## src/rtl/exec_sequencer.sv

```systemverilog
// Y86-64 execute-stage sequencer: captures one decoded instruction, drives the
// shared ALU over three cycles, then publishes valE, Cnd and the condition codes.
module exec_sequencer #(
  parameter int W = 64
) (
  input  logic         clk,
  input  logic         reset_n,
  input  logic         start,
  input  logic [3:0]   icode,
  input  logic [3:0]   ifun,
  input  logic [W-1:0] valA,
  input  logic [W-1:0] valB,
  input  logic [W-1:0] valC,
  output logic         busy,
  output logic         done,
  output logic [W-1:0] valE,
  output logic         Cnd,
  output logic [2:0]   cc,
  output logic         err,
  output logic [W-1:0] alu_a,
  output logic [W-1:0] alu_b,
  output logic [3:0]   alu_fun,
  input  logic [W-1:0] alu_out,
  input  logic         alu_of
);

  typedef enum logic [1:0] {IDLE, SETUP, EVAL, DONE} state_t;

  localparam logic [3:0]   FUN_ADD   = 4'd0;
  localparam logic [3:0]   IC_CMOV   = 4'h2;
  localparam logic [3:0]   IC_OPQ    = 4'h6;
  localparam logic [3:0]   IC_JXX    = 4'h7;
  localparam logic [3:0]   IC_LAST   = 4'hB;
  localparam logic [W-1:0] STACK_DEC = ~W'(7);
  localparam logic [W-1:0] STACK_INC = W'(8);
  localparam logic [2:0]   CC_RESET  = 3'b100;

  state_t       state, state_nxt;
  logic         capture;
  logic [3:0]   icode_q, ifun_q;
  logic [W-1:0] val_a_q, val_b_q, val_c_q;

  logic [W-1:0] sel_a, sel_b;
  logic [3:0]   sel_fun;
  logic [W-1:0] val_e_nxt;
  logic [2:0]   cc_nxt;
  logic         cnd_nxt, err_nxt;
  logic         zf, sf, of;

  assign busy = (state != IDLE);
  assign done = (state == DONE);
  assign {zf, sf, of} = cc;

  always_comb begin
    state_nxt = state;
    capture   = 1'b0;
    case (state)
      IDLE:  if (start) begin
               capture   = 1'b1;
               state_nxt = SETUP;
             end
      SETUP: state_nxt = EVAL;
      EVAL:  state_nxt = DONE;
      DONE:  begin
               capture   = start;
               state_nxt = start ? SETUP : IDLE;
             end
      default: state_nxt = IDLE;
    endcase
  end

  always_comb begin
    sel_a   = '0;
    sel_b   = '0;
    sel_fun = FUN_ADD;
    case (icode_q)
      4'h2:       sel_a = val_a_q;
      4'h3:       sel_a = val_c_q;
      4'h4, 4'h5: begin sel_a = val_c_q;   sel_b = val_b_q; end
      4'h6:       begin sel_a = val_a_q;   sel_b = val_b_q; sel_fun = {2'b00, ifun_q[1:0]}; end
      4'h8, 4'hA: begin sel_a = STACK_DEC; sel_b = val_b_q; end
      4'h9, 4'hB: begin sel_a = STACK_INC; sel_b = val_b_q; end
      default: ;
    endcase
  end

  // Conditions read cc as it stands before this instruction; only OPq rewrites it,
  // and OPq never consults the condition.
  always_comb begin
    val_e_nxt = alu_out;
    cc_nxt    = cc;
    cnd_nxt   = 1'b1;
    err_nxt   = 1'b0;
    if (icode_q > IC_LAST) begin
      val_e_nxt = '0;
      cnd_nxt   = 1'b0;
      err_nxt   = 1'b1;
    end else if (icode_q == IC_OPQ) begin
      cc_nxt = {(alu_out == '0), alu_out[W-1], alu_of};
    end else if (icode_q == IC_CMOV || icode_q == IC_JXX) begin
      case (ifun_q)
        4'd0: cnd_nxt = 1'b1;
        4'd1: cnd_nxt = (sf ^ of) | zf;
        4'd2: cnd_nxt = sf ^ of;
        4'd3: cnd_nxt = zf;
        4'd4: cnd_nxt = ~zf;
        4'd5: cnd_nxt = ~(sf ^ of);
        4'd6: cnd_nxt = ~(sf ^ of) & ~zf;
        default: begin
          cnd_nxt = 1'b0;
          err_nxt = 1'b1;
        end
      endcase
    end
  end

  // NOTE: every register here updates with <= so all reads in this edge see
  // pre-edge values; blocking assignments would let later lines see new ones.
  always_ff @(posedge clk) begin
    if (!reset_n) begin
      state   <= IDLE;
      icode_q <= '0;
      ifun_q  <= '0;
      val_a_q <= '0;
      val_b_q <= '0;
      val_c_q <= '0;
      alu_a   <= '0;
      alu_b   <= '0;
      alu_fun <= FUN_ADD;
      valE    <= '0;
      Cnd     <= 1'b0;
      err     <= 1'b0;
      cc      <= CC_RESET;
    end else begin
      state <= state_nxt;
      if (capture) begin
        icode_q <= icode;
        ifun_q  <= ifun;
        val_a_q <= valA;
        val_b_q <= valB;
        val_c_q <= valC;
      end
      if (state == SETUP) begin
        alu_a   <= sel_a;
        alu_b   <= sel_b;
        alu_fun <= sel_fun;
      end
      if (state == EVAL) begin
        valE <= val_e_nxt;
        cc   <= cc_nxt;
        Cnd  <= cnd_nxt;
        err  <= err_nxt;
      end
    end
  end

endmodule

```

## config.mk

```make
export PLATFORM = sky130hd
export DESIGN_NAME = exec_sequencer
export DESIGN_NICKNAME = d
export VERILOG_FILES = /design/src/rtl/exec_sequencer.sv
export SDC_FILE = /design/constraint.sdc
export NUM_CORES = 1
export LEC_CHECK = 0
export BUFFER_PORTS_ARGS = -buffer_cell sky130_fd_sc_hd__buf_2
export CAP_MARGIN = 20
export CORE_AREA = 2 2 183 185
export CTS_CLUSTER_SIZE = 8
export DETAILED_ROUTE_END_ITERATION = 7
export DIE_AREA = 0 0 185 187
export GPL_TIMING_DRIVEN = 1
export PLACE_DENSITY_LB_ADDON = 0.1
export SETUP_SLACK_MARGIN = 0.02
export SLEW_MARGIN = 20
export SYNTH_ARGS = -nofsm -noshare
export SYNTH_HDL_FRONTEND = slang
export SYNTH_SLANG_ARGS = --single-unit
export TNS_END_PERCENT = 1
```

## constraint.sdc

```tcl
create_clock -name clk -period 1.9 [get_ports clk]
set_input_delay 0.19 -clock clk [delete_from_list [all_inputs] [get_ports clk]]
set_output_delay 0.19 -clock clk [all_outputs]
set_load 0.02 [all_outputs]
```

---- Word-level counts from Yosys, hierarchy flattened ----
Cells that the tools add are included.
Widths: inputs -> output; s select.
operators by class
  order comparisons ....................... 1
  eq/ne operators ......................... 20
  multiplexer cells ....................... 17
  bitwise gates (word level) .............. 6
  reductions and logical operators ........ 12
operator list
  cell                count
  $pmux 64 s4         1
  $mux 64             2
  $logic_not 64->1    1
  $eq 4x3->1 const B  7
  $eq 4x2->1 const B  4
  $eq 4x4->1 const B  4
  $reduce_or 7->1     2
  $mux 1              9
  $pmux 2 s4          1
  $pmux 1 s7          1
  $reduce_or 2->1     3
  $eq 2x2->1 const B  2
  $eq 4x1->1 const B  1
  $gt 4x4->1 const B  1
  $logic_not 4->1     1
  $mux 2              2
  $not 1->1           3
  $reduce_and 3->1    1
  $reduce_or 3->1     1
  $eq 2x1->1 const B  1
  $logic_not 2->1     1
  $ne 2x2->1 const B  1
  $pmux 1 s2          1
  $reduce_bool 2->1   1
  other kinds (4)     4
storage, ports and cells
  bits in registers ....................... 403
  output and inout bits ................... 203
  word-level logic and storage cells ...... 69

---- Depth between registers and ports, before layout ----
  depth after elaboration ................. 7
  depth in mapped cells ................... 8

---- Worst setup path after synthesis ----
Ideal clock, no wire load.
  path kind ............................... register -> register
  from .................................... register state[0]
  to ...................................... register val_a_q[10]
  arrival ................................. 1.626 ns
  data required time ...................... 1.824 ns
  setup slack ............................. 0.198 ns
  stages on the path, launching flop included .. 8
  path buffers ............................ 2
  path through ............................ dfxtp_1 > inv_1 > ha_1 > nor2b_1 > clkbuf_1 > clkbuf_1 > nand2_1 > a21boi_0
between the ends
  word-level cells in the longest chain between the ends .. 2
  elaborated cells between the ends (all ways) .. 3
RTL lines
  what                                                  line  RTL
  start, declared                                       38    state_t state, state_nxt;
  start signal, assigned                                135   state <= state_nxt;
  $eq 2x2->1 / $logic_not 2->1 (equally long branches)  57    case (state)
  $pmux 1 s2 *                                          57
  end signal, assigned                                  139   val_a_q <= valA;
  end, declared                                         41    logic [W-1:0] val_a_q, val_b_q, val_c_q;
Mark *: on every way between the ends. The rest lies on a longest branch, timed or not.
A chain may end at the register's enable or synchronous reset.

---- Final worst setup path ----
  from .................................... register state[1]
  to ...................................... register val_a_q[61]
Same word-level chain as after synthesis.

==> results.md <==
- Status: completed
- Post-synth ARST share: 0%
- Grt total ovfl: 0
- Synth Warn #: 0
- IO buf count: approximately 470
- Fin crit period: 1.79 ns
- Vias in the first global route: between 15000 and 20000
- Pleak: between 9 and 10 nW
- Worst slew pin tran: 0.508 ns
- Maximum clock insertion buffer count: 3
- Routability Congestion: around 0.83
- Most frequent cells in the layout: buf_2, nand2_1, dfxtp_1, dlygate4sd3_1, a21boi_0
- H-Tree Depth: 2
- Routed met2 length: 24.3 mm
- Initial antenna violation count: 9
- Crit share post-route: 94.1%
- Clock Pin Slew Worst Setup and Hold Paths: roughly 0.05 ns
- Gr usage total: roughly 28%
- Worst hold path startpoint: reset_n
- Fin util: between 60% and 70%
- Via count: approximately 15000
- Starting Density: between 40% and 50%
- Initial DRC count: between 800 and 900
- Top_reg_cell synth: dfxtp_1
- Drt total wl: 51.4 mm
- CP endpoint kind: flip-flop
- Required time of the critical path: around 2.4 ns
- Worst-Skew Late Latency: about 0.56 ns
- TNS Setup: 0 ns
- Sequential element share of the synthesized area: 50.7%
- Die ar.: ~35000 um2
- Nets@finish: 2777
- Final max-slew violation count: 0
- Die Span Y: roughly 190 um
- Worst Setup Start Kind: flip-flop
- Worst reg-to-reg setup slack: between 0.1 and 0.15 ns
- Reg2reg end: val_a_q[61]$_SDFFE_PN0P_
- RR Startpoint: state[1]$_SDFFE_PN0P_
- Register area: 8030 um2
- Syn Std Cell Area: about 16000 um2
- Die Wd: ~190 um
- Worst Path Arrival: about 2.3 ns
- Post-synth cell types: 42
- Largest net degree at the start of global routing: about 130
- P per Cell Area: ~1200 nW/um2
- CTS tree: yes
- Avg Cell Area, Syn: between 8 and 9 um2
- DR WL met3: roughly 3.7 mm
- Hold Path End: val_c_q[12]$_SDFFE_PN0P_
- Wire per inst: around 17 um
- Fmax: between 0.5 and 0.6 GHz
- Number of fill cells in the layout: 2603
- RSZ-0062 raised after global routing: no
- Final setup fails: 0
- Via density: around 5.2
- Final ANT Viol Nets: 0
- Cells after Synth: ~1800
- Post-synth EDFFs: 0
- Slew headroom: approximately 66%
- Setup Crit Path Kind: flip-flop to flip-flop
- Area of the multi-input gates: between 7000 and 8000 um2
- Layout area overhead: 45.0%
- FP Rows: 67
- Share of cells above drive strength 1: 23.4%
- Final clock skew: 0.0199 ns
- HPWL after DPL: approximately 30 mm
- CORE AREA: approximately 33000 um2
- Most common cell after layout, fill and taps aside: buf_2
- Worst min path class: input pin to flip-flop
- CTS root buffer: clkbuf_16
- Final hold vios: 0
- Max Cap Violations: 0
- # IOs: approximately 470
- Yosys reg bits: around 400
- Clock sink total: 401
- Total CTS buffers: 56
- Final routed DRC violation total: 0
- Crit path max fanout: 39
- Hold path depth: 2
- Pre-antenna DRT Iters: 5
- R2R cell count: 7
- Worst ir drop on vdd: 0.000744 V
- Metal1 wirelength: approximately 21 mm
- First-pass GRT wire length: around 79 mm
- Highest Signal Layer: met5
sequential cells by signal, summed over array words and instances, names as in the netlist:
| name | cells |
|---|---|
| cc | 3 |
| valE | 64 |
| alu_a | 64 |
| ifun_q | 4 |
| val_c_q | 64 |
| alu_fun | 2 |
| Cnd | 1 |
| val_a_q | 64 |
| alu_b | 64 |
| val_b_q | 64 |
| err | 1 |
| state | 2 |
| icode_q | 4 |
synth_stat cells, types with 2 or more instances:
cell / instances / area (um2)
a21boi_0: 207 / 1550
ha_1: 5 / 62.6
clkbuf_1: 88 / 330
buf_2: 50 / 250
nand2b_1: 72 / 450
a21boi_1: 61 / 458
nand3_1: 66 / 330
a21oi_1: 68 / 340
a221oi_1: 60 / 526
clkbuf_2: 6 / 30.0
nor4_1: 16 / 100
dfxtp_1: 401 / 8030
a22oi_1: 3 / 22.5
buf_6: 7 / 78.8
buf_4: 4 / 30.0
nor2b_1: 136 / 851
o21ai_0: 66 / 330
nand4_1: 6 / 37.5
a31oi_1: 2 / 12.5
nor2_1: 4 / 15.0
nand3b_1: 3 / 22.5
mux2i_1: 3 / 30.0
inv_1: 4 / 15.0
nand2_1: 467 / 1750
area by class of cell:
| class | instances | share of cell area (%) |
|---|---|---|
| Sequential cell | 401 | 35.0 |
| Antenna cell | 8 | 0.0872 |
| Multi-Input combinational cell | 1263 | 31.1 |
| Timing Repair Buffer | 777 | 24.9 |
| Clock buffer | 59 | 6.34 |
| Inverter | 5 | 0.0818 |
| Tap cell | 448 | 2.44 |
| Clock inverter | 2 | 0.109 |
stage by stage:
| stage | power, mW | instance area (um2) | hold WS [ns] | worst slack [ns] | instances |
|---|---|---|---|---|---|
| after floorplan | 16.1 | 15800 | 0.335 | 0.198 | 1824 |
| final | 28.7 | 23000 | 0.0849 | 0.113 | 2963 |
| after detailed placement | 19.0 | 18600 | 0.436 | 0.0509 | 2621 |
| after global routing | 30.2 | 23000 | 0.0811 | 0.0205 | 2962 |
| after CTS | 28.2 | 22800 | 0.0721 | 0.0436 | 2947 |
| after global placement | 18.8 | 18600 | 0.431 | 0.101 | 2621 |
report_power, final:
group | total [mW] | leakage, nW | internal, mW | switching (mW)
clock | 8.73 | 0.727 | 5.30 | 3.43
sequential | 10.7 | 3.26 | 9.89 | 0.787
combinational | 9.29 | 5.56 | 3.73 | 5.56
worst max-delay path by stage:
stage,slack (ns),end,startpoint
2_1_floorplan,0.20,val_a_q[10]$_SDFFE_PN0P_,state[0]$_SDFFE_PN0P_
3_3_place_gp,0.10,cc[2]$_SDFFE_PN1P_,alu_out[48]
6_report,0.11,val_a_q[61]$_SDFFE_PN0P_,state[1]$_SDFFE_PN0P_
3_5_place_dp,0.05,val_a_q[7]$_SDFFE_PN0P_,state[1]$_SDFFE_PN0P_
5_1_grt,0.02,cc[2]$_SDFFE_PN1P_,alu_out[48]
4_1_cts,0.04,val_b_q[57]$_SDFFE_PN0P_,state[1]$_SDFFE_PN0P_
routing by layer:
| layer | up-vias | GRT usage [%] |
|---|---|---|
| li1 | 7463 | - |
| met2 | 615 | 46.6 |
| met3 | 156 | 6.17 |
| met5 | - | 0 |
| met4 | 2 | 14.2 |
| met1 | 7189 | 34.1 |
critical path, cell delays in order, from the launching register on:
cell and delay, ns:
dfxtp_2 0.36, inv_1 0.10, ha_1 0.37, nand2b_4 0.21, buf_12 0.13, clkbuf_16 0.24
nand2_1 0.08, a21boi_0 0.20
kinds of logic after synthesis:
family / count (synthesis) / synth area share, %
simple gates: 774 / 22.7
buf+inv: 160 / 4.66
xor+xnor: 2 / 0.111
other cells: 1 / 0.0237
fa+ha+maj: 5 / 0.395
flops: 401 / 50.7
mux: 4 / 0.332
compound gates: 476 / 21.0
timing repair:
action	CTS	global route
gates resized for setup	0	6
hold buffers	265	0
endpoints found under the setup margin	0	157
setup buffers	0	4
hold endpoints to repair	266	0
Power figures use the tool's default switching activity.
